$ cat config.mk
export PLATFORM = sky130hd
export DESIGN_NAME = tran_batch_sequencer
export DESIGN_NICKNAME = d
export VERILOG_FILES = /design/src/rtl/tran_batch_sequencer.sv
export SDC_FILE = /design/constraint.sdc
export NUM_CORES = 1
export LEC_CHECK = 0
export ABC_AREA = 1
export CAP_MARGIN = 40
export CORE_AREA = 3 3 422 424
export CTS_CLUSTER_DIAMETER = 80
export DETAILED_ROUTE_END_ITERATION = 6
export DIE_AREA = 0 0 425 427
export PLACE_DENSITY = 0.33
export SYNTH_ARGS = -nofsm -noshare
export SYNTH_HDL_FRONTEND = slang
export SYNTH_SLANG_ARGS = --single-unit
$ cat constraint.sdc
create_clock -name clk -period 21.8 [get_ports clk]
set_input_delay 2.18 -clock clk [delete_from_list [all_inputs] [get_ports clk]]
set_output_delay 2.18 -clock clk [all_outputs]
set_load 0.005 [all_outputs]
$ cat src/rtl/tran_batch_sequencer.sv
// Batch sequencer for the 4x4 x16 transpose unit: fetches each matrix from memory,
// loads it into the translation module, captures the transposed result and writes it back.
module tran_batch_sequencer #(
  parameter int ADDR_W  = 16,
  parameter int CNT_W   = 8,
  parameter int TIMEOUT = 64
) (
  input  logic              clk,
  input  logic              reset,
  input  logic              start,
  input  logic [ADDR_W-1:0] srcBase,
  input  logic [ADDR_W-1:0] dstBase,
  input  logic [CNT_W-1:0]  numMats,
  output logic              busy,
  output logic              done,
  output logic              error,
  output logic              memReq,
  output logic              memWE,
  output logic [ADDR_W-1:0] memAddr,
  output logic [255:0]      memWData,
  input  logic [255:0]      memRData,
  input  logic              memAck,
  output logic              tranEnable,
  output logic              tranRW,
  output logic              tranMatDecide,
  output logic [255:0]      tranDataIn,
  input  logic [255:0]      fromTranBus
);

  localparam int DATA_W = 256;
  localparam int TMR_W  = $clog2(TIMEOUT + 1);

  typedef enum logic [2:0] {
    IDLE, RD_REQ, TR_LOAD, TR_READ, TR_CAP, WR_REQ, NEXT, DONE
  } state_t;

  state_t              state, stateNxt;
  logic [ADDR_W-1:0]   srcPtr, dstPtr;
  logic [CNT_W-1:0]    remain;
  logic [TMR_W-1:0]    timer;
  logic [DATA_W-1:0]   dataReg;
  logic                errorReg;
  logic                waiting;
  logic                expired;

  assign waiting = (state == RD_REQ) || (state == WR_REQ);
  // An ack landing on the final wait cycle wins over the timeout.
  assign expired = waiting && !memAck && (timer == TMR_W'(TIMEOUT - 1));
  assign error   = errorReg;

  always_ff @(posedge clk) begin
    if (reset) begin
      state    <= IDLE;
      srcPtr   <= '0;
      dstPtr   <= '0;
      remain   <= '0;
      timer    <= '0;
      errorReg <= 1'b0;
    end else begin
      state <= stateNxt;
      timer <= (waiting && stateNxt == state) ? timer + TMR_W'(1) : '0;
      case (state)
        IDLE: begin
          if (start) begin
            errorReg <= 1'b0;
            srcPtr   <= srcBase;
            dstPtr   <= dstBase;
            remain   <= numMats;
          end
        end
        RD_REQ, WR_REQ: begin
          if (expired) errorReg <= 1'b1;
        end
        NEXT: begin
          srcPtr <= srcPtr + ADDR_W'(1);
          dstPtr <= dstPtr + ADDR_W'(1);
          remain <= remain - CNT_W'(1);
        end
        default: ;
      endcase
    end
  end

  // Matrix payload register: no reset, every path writes it before it is driven out.
  always_ff @(posedge clk) begin
    if (state == RD_REQ && memAck) dataReg <= memRData;
    else if (state == TR_CAP)      dataReg <= fromTranBus;
  end

  always_comb begin
    stateNxt      = state;
    busy          = (state != IDLE);
    done          = 1'b0;
    memReq        = 1'b0;
    memWE         = 1'b0;
    memAddr       = '0;
    memWData      = '0;
    tranEnable    = 1'b0;
    tranRW        = 1'b0;
    tranMatDecide = 1'b0;
    tranDataIn    = '0;
    case (state)
      IDLE: begin
        if (start) stateNxt = (numMats == '0) ? DONE : RD_REQ;
      end
      RD_REQ: begin
        memReq  = !memAck;
        memAddr = srcPtr;
        if (memAck)       stateNxt = TR_LOAD;
        else if (expired) stateNxt = DONE;
      end
      TR_LOAD: begin
        tranEnable = 1'b1;
        tranRW     = 1'b1;
        tranDataIn = dataReg;
        stateNxt   = TR_READ;
      end
      TR_READ: begin
        tranEnable = 1'b1;
        stateNxt   = TR_CAP;
      end
      TR_CAP: stateNxt = WR_REQ;
      WR_REQ: begin
        memReq   = !memAck;
        memWE    = 1'b1;
        memAddr  = dstPtr;
        memWData = dataReg;
        if (memAck)       stateNxt = NEXT;
        else if (expired) stateNxt = DONE;
      end
      NEXT: stateNxt = (remain == CNT_W'(1)) ? DONE : RD_REQ;
      DONE: begin
        done     = 1'b1;
        stateNxt = IDLE;
      end
      default: stateNxt = IDLE;
    endcase
  end

endmodule

==> flow_summary.ini <==
[run_status]
status = completed

[yosys]
synthTopCellsByCount = nor2_1, inv_1, edfxtp_1
post-synth-top-count-cell = nor2_1
yosysTopAreaCell = edfxtp_1
synthCells = 1885
synthDominantCellAreaShare_pct = 42.5
ys_seq_area_share_pct = 48.2
synth_ff_type = edfxtp_1
async_flop_share_pct = 0
synthTopCellsByArea = edfxtp_1, mux2_4, nor2_1
avgSynthCellArea_sq_um = 9.59
ys_types = 41
synth_edf_count = 256
yosys_warnings = 0
netlist_area_sq_um = 18100
synth_nets = 2446
ys_ff_latch = 307

[die]
placementRows = 153
start_util_pct = 10.4
io_pins = 1092
die_area_sq_um = 181000
die_w_um = 425
die_h_um = 427
coreArea_sq_um = 174000

[cts]
cts_resized = 0
cts_tree = built
clk_path_buf_depth = 3
cts_root_buf = clkbuf_16
cts_hold_buffers = 0
numCtsBuffers = 48
clkTransAtPathRegs_ns = 0.05
cts_setup_buffers = 0
clock_latency_ns = 0.63
clkSinkCount = 307
cts_max_level = 2

[setup_path]
path_max_fanout = 73
path_class = reg2out
worstPathRequired_ns = 19.62
cp-end-kind = primary output
cp-start-kind = flip-flop
arrival_ns = 3.99

[finish]
fin_nets = 3500
area_delta_synth_final_pct = 82.8
drive_above_1_share_pct = 11.8
utilization_pct = 19.0
final_cell_area_sq_um = 33000

[sta]
fmaxAchievable_ghz = 0.162
fin_crit_ns = 6.17
rsz0062_at_grt = false
fin_crit_sh_pct = 28.3
slew_violations = 0
setup_violations = 0
fin_skew_ns = 0.0259
hold_viol = 0
whs_ns = 0.457
fin_setup_tns_ns = 0
slew_headroom_pct = 34.8
worstMarginPinSlew_ns = 0.978

[global_route]
grt_max_degree = 111
first_global_vias = 17983
grt_usage_pct = 12.9
grt_overflow_total = 0
grt_pass1_wl_mm = 160
antenna_found_initial = 20

[drt]
dr.pass1.iters = 5
wirelength_mm = 124
via_per_inst = 3.23
wire_per_inst_um = 23.4
drtAntennaViolNets = 0
drt_iter0_markers = 901
vias = 17132
drc_errors = 0

[placed_design]
place_area_sq_um = 31500
io_buffers = 1090
gp_congestion = 0.824
dp_hpwl_mm = 103

[run]
maxCapViolations = 0

[worst_hold_path]
holdCritPathClass = reg2reg

[power_and_ir_drop]
ir_drop_uv = 45.6
power_density_nw_per_um2 = 72.6
p_leak_nw = 13.2
stage by stage:
step / power, mW / cells / worst slack [ns]
2_1_floorplan: 1.24 / 1885 / 2.19
3_3_place_gp: 1.65 / 5212 / 15.23
3_5_place_dp: 1.65 / 5214 / 15.92
4_1_cts: 2.47 / 5300 / 15.47
5_1_grt: 2.53 / 5309 / 15.23
6_report: 2.40 / 5310 / 15.63
cell usage in the layout, fill, tap and decap left out, drive strengths merged, types with 2 or more instances in the layout:
master / netlist / layout
dfxtp: 51 / 51
clkdlybuf4s50: 0 / 1089
xor2: 4 / 4
o22ai: 13 / 13
o21ai: 35 / 35
a211oi: 3 / 3
mux2: 256 / 256
nand4: 10 / 10
clkbuf: 14 / 61
buf: 89 / 17
ha: 5 / 5
xnor2: 5 / 5
inv: 328 / 332
o211ai: 7 / 7
nor2: 580 / 580
bufinv: 0 / 4
edfxtp: 256 / 256
diode: 0 / 10
nor3: 12 / 12
clkinvlp: 0 / 3
a31oi: 10 / 10
nand3: 41 / 41
o31ai: 2 / 2
nand2: 134 / 134
a21oi: 23 / 23
clkinv: 0 / 15
cells by family after synthesis:
group / Yosys count / synth area share (%)
flops: 307 / 48.2
buf+inv: 431 / 10.5
fa+ha+maj: 5 / 0.346
compound gates: 97 / 3.08
xor+xnor: 9 / 0.436
other cells: 1 / 0.0207
mux: 256 / 20.5
simple gates: 779 / 16.9
worst max-delay path: stages (launching register included):
cell and delay, ns:
dfxtp_1 0.45, inv_2 0.13, nand2_4 0.13, nor2_4 0.08, inv_8 0.39, buf_4 0.67, buf_4 0.70, nor2_1 0.12
clkdlybuf4s50_1 0.51
state kept, by name (all words and copies together), names as in the netlist:
name	count
dataReg	256
dstPtr	16
error	1
remain	8
srcPtr	16
state	3
timer	7
power breakdown:
group          leakage, nW  switching (mW)  internal (mW)
logic                 9.67           0.422          0.364
clock network        0.744           0.324          0.463
registers             2.79          0.0529          0.771
final timing paths:
kind,slack [ns],endpoint,cells past startpoint,start
worst min register to register,0.46,timer[0]$_SDFF_PP0_,1,timer[0]$_SDFF_PP0_
worst max-delay path,15.63,memWData[211],8,state[1]$_SDFF_PP0_
worst min-delay path,0.46,timer[0]$_SDFF_PP0_,1,timer[0]$_SDFF_PP0_
worst max register to register,18.13,dataReg[127]$_DFFE_PP_,8,state[1]$_SDFF_PP0_
metal layers:
metal  up-vias  part of all wire (%)  GRT usage, %
li1       8154                     -             -
met1      8170                    38          14.4
met2       662                    52          23.5
met3       140                   6.7          3.50
met4         6                   2.9          4.17
met5         -                 0.029             0
layout make-up:
cell class	count	area, sq um
antenna	10	25.0
clock buffer	60	1280
clock inverter	26	272
fill	19408	141000
inverter	328	1250
multi-input combinational	1147	7490
sequential	307	8710
tap	2325	2910
timing repair buffer	1107	11100
Note: power is estimated with default switching activity, not from simulation.
